File: src/rtl/rate_select_controller.sv
// Button-driven rate selector: synchronises and debounces two push-buttons, then
// steps through a fixed divider table with hold-to-repeat and both-button recall.
module rate_select_controller #(
  parameter int DEBOUNCE_CYCLES = 1000000,
  parameter int REPEAT_CYCLES   = 50000000,
  parameter int DEFAULT_INDEX   = 3
) (
  input  logic        basys_clock,
  input  logic        reset,
  input  logic        btn_up,
  input  logic        btn_down,
  output logic [31:0] m_value,
  output logic [2:0]  rate_index,
  output logic        rate_changed,
  output logic        at_limit
);

  localparam int DB_W = $clog2(DEBOUNCE_CYCLES + 1);
  localparam int RP_W = $clog2(REPEAT_CYCLES + 1);
  localparam logic [DB_W-1:0] DB_LAST = DB_W'(DEBOUNCE_CYCLES - 1);
  localparam logic [RP_W-1:0] RP_LAST = RP_W'(REPEAT_CYCLES - 1);
  localparam logic [2:0]      DEF_IDX = 3'(DEFAULT_INDEX);

  typedef enum logic [1:0] {IDLE, UP_HELD, DOWN_HELD, BOTH_HELD} state_t;

  function automatic logic [31:0] rate_table(input logic [2:0] idx);
    case (idx)
      3'd0:    rate_table = 32'd49999999;
      3'd1:    rate_table = 32'd24999999;
      3'd2:    rate_table = 32'd9999999;
      3'd3:    rate_table = 32'd4999999;
      3'd4:    rate_table = 32'd2499999;
      3'd5:    rate_table = 32'd999999;
      3'd6:    rate_table = 32'd499999;
      default: rate_table = 32'd49999;
    endcase
  endfunction

  // Bit 0 carries the up button, bit 1 the down button.
  logic [1:0]      raw;
  logic [1:0]      sync1, sync2, deb;
  logic [DB_W-1:0] db_cnt [2];

  assign raw = {btn_down, btn_up};

  for (genvar g = 0; g < 2; g++) begin : g_deb
    always_ff @(posedge basys_clock or posedge reset) begin
      if (reset) begin
        sync1[g]  <= 1'b0;
        sync2[g]  <= 1'b0;
        deb[g]    <= 1'b0;
        db_cnt[g] <= '0;
      end else begin
        sync1[g] <= raw[g];
        sync2[g] <= sync1[g];
        if (sync2[g] == deb[g]) begin
          db_cnt[g] <= '0;
        end else if (db_cnt[g] == DB_LAST) begin
          deb[g]    <= sync2[g];
          db_cnt[g] <= '0;
        end else begin
          db_cnt[g] <= db_cnt[g] + 1'b1;
        end
      end
    end
  end

  logic up_d, down_d;
  assign up_d   = deb[0];
  assign down_d = deb[1];

  state_t          state, state_next;
  logic [RP_W-1:0] rep_cnt, rep_next;
  logic            step_up, step_dn, recall;
  logic [2:0]      idx_next;

  // IDLE is only entered with both relevant levels low, so a high level there is a fresh edge.
  always_comb begin
    state_next = state;
    rep_next   = '0;
    step_up    = 1'b0;
    step_dn    = 1'b0;
    recall     = 1'b0;
    case (state)
      IDLE: begin
        if (up_d && down_d) begin
          recall     = 1'b1;
          state_next = BOTH_HELD;
        end else if (up_d) begin
          step_up    = 1'b1;
          state_next = UP_HELD;
        end else if (down_d) begin
          step_dn    = 1'b1;
          state_next = DOWN_HELD;
        end
      end
      UP_HELD: begin
        if (down_d) begin
          recall     = 1'b1;
          state_next = BOTH_HELD;
        end else if (!up_d) begin
          state_next = IDLE;
        end else if (rep_cnt == RP_LAST) begin
          step_up = 1'b1;
        end else begin
          rep_next = rep_cnt + 1'b1;
        end
      end
      DOWN_HELD: begin
        if (up_d) begin
          recall     = 1'b1;
          state_next = BOTH_HELD;
        end else if (!down_d) begin
          state_next = IDLE;
        end else if (rep_cnt == RP_LAST) begin
          step_dn = 1'b1;
        end else begin
          rep_next = rep_cnt + 1'b1;
        end
      end
      default: begin
        if (!up_d && !down_d) state_next = IDLE;
      end
    endcase
  end

  always_comb begin
    idx_next = rate_index;
    if (recall)                                idx_next = DEF_IDX;
    else if (step_up && rate_index != 3'd7)    idx_next = rate_index + 3'd1;
    else if (step_dn && rate_index != 3'd0)    idx_next = rate_index - 3'd1;
  end

  always_ff @(posedge basys_clock or posedge reset) begin
    if (reset) begin
      state        <= IDLE;
      rep_cnt      <= '0;
      rate_index   <= DEF_IDX;
      m_value      <= rate_table(DEF_IDX);
      rate_changed <= 1'b0;
      at_limit     <= (DEF_IDX == 3'd0) || (DEF_IDX == 3'd7);
    end else begin
      state        <= state_next;
      rep_cnt      <= rep_next;
      rate_index   <= idx_next;
      m_value      <= rate_table(idx_next);
      rate_changed <= (idx_next != rate_index);
      at_limit     <= (idx_next == 3'd0) || (idx_next == 3'd7);
    end
  end

endmodule

File: config.mk
export PLATFORM = sky130hd
export DESIGN_NAME = rate_select_controller
export DESIGN_NICKNAME = d
export VERILOG_FILES = /design/src/rtl/rate_select_controller.sv
export SDC_FILE = /design/constraint.sdc
export NUM_CORES = 1
export LEC_CHECK = 0
export BUFFER_PORTS_ARGS = -buffer_cell sky130_fd_sc_hd__buf_2
export CELL_PAD_IN_SITES_DETAIL_PLACEMENT = 1
export CELL_PAD_IN_SITES_GLOBAL_PLACEMENT = 2
export CORE_AREA = 3 3 124 126
export CTS_BUF_LIST = sky130_fd_sc_hd__clkbuf_16
export CTS_CLUSTER_DIAMETER = 60
export DETAILED_ROUTE_END_ITERATION = 10
export DIE_AREA = 0 0 127 129
export PLACE_DENSITY_LB_ADDON = 0.08
export SETUP_SLACK_MARGIN = 0.3
export SYNTH_ARGS = -nofsm -noshare
export SYNTH_HDL_FRONTEND = slang
export SYNTH_SLANG_ARGS = --single-unit
File: constraint.sdc
create_clock -name basys_clock -period 2.8 [get_ports basys_clock]
set_input_delay 0.14 -clock basys_clock [delete_from_list [all_inputs] [get_ports basys_clock]]
set_output_delay 0.14 -clock basys_clock [all_outputs]
set_load 0.01 [all_outputs]
==> impl_summary.md <==
Outcome
The run finished, with violations left. The final reports fail on negative hold slack.

Logic synthesis
In the synthesized netlist, the cells that appear most often are dfrtp_1 (89), nor2_1 (83), nand2_1 (39). The synthesis warning total is 0. The mapped netlist covers 0.00483 sq mm. Ranked by total cell area, the synthesized netlist is headed by dfrtp_1 (46%), xor2_1 (6.7%), nor2_1 (6.5%). Among all flip-flop cells after synthesis, the most frequent one is dfrtp_1. The share of the synthesized area in the top cell type is 46.1%. Counting flops and latches in the post-synthesis netlist gives 99. The fraction of registers with async set or reset after synthesis is 100%.

The number of enable flip-flop cells after synthesis is 0. After technology mapping, the gate count stands at 492. The sequential cell area fraction in the yosys report is 51.6%. dfrtp_1 takes more of the synthesized area than any other cell.

Counting distinct cell types in the post-synthesis netlist gives 52. Among all cell types in the netlist, the one instantiated most often is dfrtp_1. The average cell area after synthesis is 9.81 sq um.

GRT
The total overflow left after global routing is 0. The via count of the first global-routing pass is 3739. The largest net degree at the start of global routing is 51. The first global-routing pass estimated 18.6 mm of wire. The initial antenna violation count is 0.

Global routing used 14.0% of the available tracks.

Setup path
Along the worst path, the maximum fanout reaches 5. The worst setup path is captured at a register. The delay contributed by the slowest stage of the critical path is 0.58 ns. Grouping stages by cell kind, the critical path spends the most delay in buffers and inverters. The dominant cell type by count on the critical path is buf_4. STA classifies the critical path startpoint as a register. The critical path buffer and inverter count is 8. The critical path goes through inv_2 > ha_4 > nor2b_2 > o21ai_2 > a32oi_2 > buf_4 > buf_4 > buf_4 > buf_4 > buf_4 > buf_4 > buf_4 > a21oi_2. The data arrival time of the worst path is 2.68 ns. The data required time of the worst path is 3.08 ns. The worst setup path is of the reg -> reg kind. The worst register-to-register path ends at rate_changed$_DFF_PP0_. The cell at the slowest stage of the critical path is dfstp_2. The number of cell instances on the worst register-to-register path is 13.

Tracing the worst setup path back leads to its startpoint at rate_index[0]$_DFF_PP1_. The slack of the worst reg-to-reg path is 0.39 ns. The origin of the critical flop-to-flop path is rate_index[0]$_DFF_PP1_.

Timing
The smallest hold slack is -0.0229 ns. Clock skew on the completed layout was measured at 0.00781 ns. The final critical delay including setup and external delays is 2.41 ns.

Setup repair after global routing could not meet its margin everywhere. The transition time at the pin with the least slew margin is 0.919 ns. The setup violation total in the final timing report is 0. The final hold violation count is 35.

The maximum frequency from static timing analysis is 0.416 GHz. In this run the tightest slew margin relative to its limit is 38.6%. Setup total negative slack on the finished layout was measured at 0 ns. The count of pins over their slew limit was 0. The final critical path takes up 85.9% of the cycle.

Floorplan
In this run the horizontal extent of the chip is 127 um. The die covers 0.0164 sq mm. The site row count is 44. The initial standard-cell utilization of the core is 33.5%. The vertical die dimension is 129 um. The total area inside the core boundary comes to 0.0144 sq mm. The count of pins on the block boundary is 41.

Final layout
Cells fill 40.5% of the core in the end. The layout cell share with drive strength beyond 1 is 21.4%. The count of inserted antenna diode cells is 0.

The number of fill cells in the layout is 1614. For this run, the post-layout net count is 561. From synthesis to final layout, the design area changed by 21.0%.

Placement
The half-perimeter wire length after placement is 7.39 mm. The congestion estimate from routability-driven global placement came to 0.772. Input and output buffers added on the ports amount to 30.

Clocking
Clock-pin slew was measured on the worst setup and hold paths at 0.07 ns. The cell at the root of the clock tree is clkbuf_16. The clock passes through at most 2 buffers. The clock drives 99 sinks. The TritonCTS clock tree is done. The number of levels the H-tree was split into is 3.

The number of buffers created by CTS is 9. For the worst-skew pair, the clock arrives at the later sink with an insertion delay of 0.35 ns.

Pwr
Summed over all cells, the static leakage comes to 2.42 nW. The worst ir drop on vdd is 0.272 mV. In this run the power density over the cells is 516 mW/mm^2.

Hold path
The class of the most critical hold timing path is in -> async.

Drt
The number of search-and-repair iterations in the first detailed-routing pass is 4. Dividing the detail-routed via count by the number of cells gives 4.86. Summing over every cut layer, the via total after detailed routing is 3574. The count of nets left with antenna violations once routing finished came out at 0. The routed design has 10.9 mm of wire. The violation count after the first detailed-routing iteration is 168. The mean routed wirelength per cell is 14.9 um. The number of DRC violations after detailed routing is 0.

Job
The max-cap violation count is 0.
layout make-up:
cell class | instances | area [sq um] | share of cell area (%)
sequential | 99 | 2490 | 42.7
inverter | 16 | 63.8 | 1.09
clock buffer | 9 | 225 | 3.86
timing repair buffer | 58 | 378 | 6.47
tap | 184 | 230 | 3.94
multi-input combinational | 362 | 2320 | 39.7
clock inverter | 7 | 131 | 2.25
power breakdown:
group / switching [mW] / internal, mW
clock: 0.544 / 0.955
combinational: 0.0517 / 0.0162
sequential: 0.00875 / 1.44
state kept, by name, indices dropped and copies added, names as in the netlist, 2 cells and up:
register and count:
rate_index 3, sync1 2, m_value 20, db_cnt 40, state 2, sync2 2, rep_cnt 26
per-layer routing:
| layer | routed length, um | vias up | part of all wire [%] | GRT usage, % |
|---|---|---|---|---|
| met3 | 277 | 12 | 2.5 | 3.28 |
| met2 | 5160 | 37 | 47 | 22.5 |
| met1 | 5340 | 1765 | 49 | 18.7 |
| li1 | - | 1760 | - | - |
| met4 | 153 | 0 | 1.4 | 4.86 |
| met5 | 0 | - | 0 | 0 |
worst max path at each step:
stage                             endpoint  slack, ns  cells past startpoint
floorplan               at_limit$_DFF_PP0_       0.37                      9
global placement        at_limit$_DFF_PP0_       0.26                      9
detailed placement      at_limit$_DFF_PP0_       0.20                      9
CTS                 rate_changed$_DFF_PP0_       0.30                     12
global route          m_value[6]$_DFF_PP0_       0.26                      8
finish              rate_changed$_DFF_PP0_       0.39                     13
cells by family after synthesis:
logic type | share of synthesized area (%)
other | 0.156
multiplexers | 0.674
AND/OR/NAND/NOR | 24.0
buffers and inverters | 4.12
XOR/XNOR | 10.2
AO/OA/AOI/OAI | 6.43
adder cells (fa/ha/maj) | 2.85
flip-flops | 51.6
cell usage in the layout, fill, tap and decap left out, types with 3 or more instances in the layout:
cell type | synthesis | final
xor2_1 | 37 | 37
buf_2 | 3 | 30
or2_2 | 5 | 5
nor3_1 | 9 | 7
buf_4 | 13 | 25
nand3_1 | 28 | 28
nand2b_1 | 3 | 3
inv_1 | 16 | 14
xnor2_1 | 19 | 18
and2_1 | 4 | 4
or3_1 | 10 | 10
nor4b_1 | 5 | 4
nor2_1 | 83 | 83
bufinv_16 | 0 | 4
nand2_1 | 39 | 38
dfstp_2 | 10 | 10
ha_1 | 11 | 6
clkbuf_16 | 0 | 9
o21ai_0 | 23 | 19
and3_1 | 10 | 10
o21ai_1 | 0 | 3
nor4_1 | 8 | 8
a21oi_1 | 16 | 15
dfrtp_1 | 89 | 87
ha_4 | 0 | 4
nand3b_1 | 3 | 3
nand4_1 | 8 | 8
conb_1 | 2 | 10
per-stage QoR:
stage	cell area (sq um)	instances	hold WS, ns	power, mW	setup slack [ns]
6_report	5840	735	-0.0229	3.02	0.394
4_1_cts	5730	729	0.00101	3.08	0.299
3_3_place_gp	5190	699	0.248	1.54	0.262
2_1_floorplan	4880	500	0.171	1.53	0.369
5_1_grt	5840	735	0.0482	3.14	0.260
3_5_place_dp	5190	699	0.250	1.55	0.201
repair_timing:
item                                    in CTS  in global routing
hold endpoints to repair                     2                  0
endpoints found under the setup margin      11                 16
gates resized for setup                     12                 19
setup buffers                               12                  6
pin swaps                                    8                  8
hold buffers                                 2                  0
No activity file was read; power rests on OpenSTA's default activity.
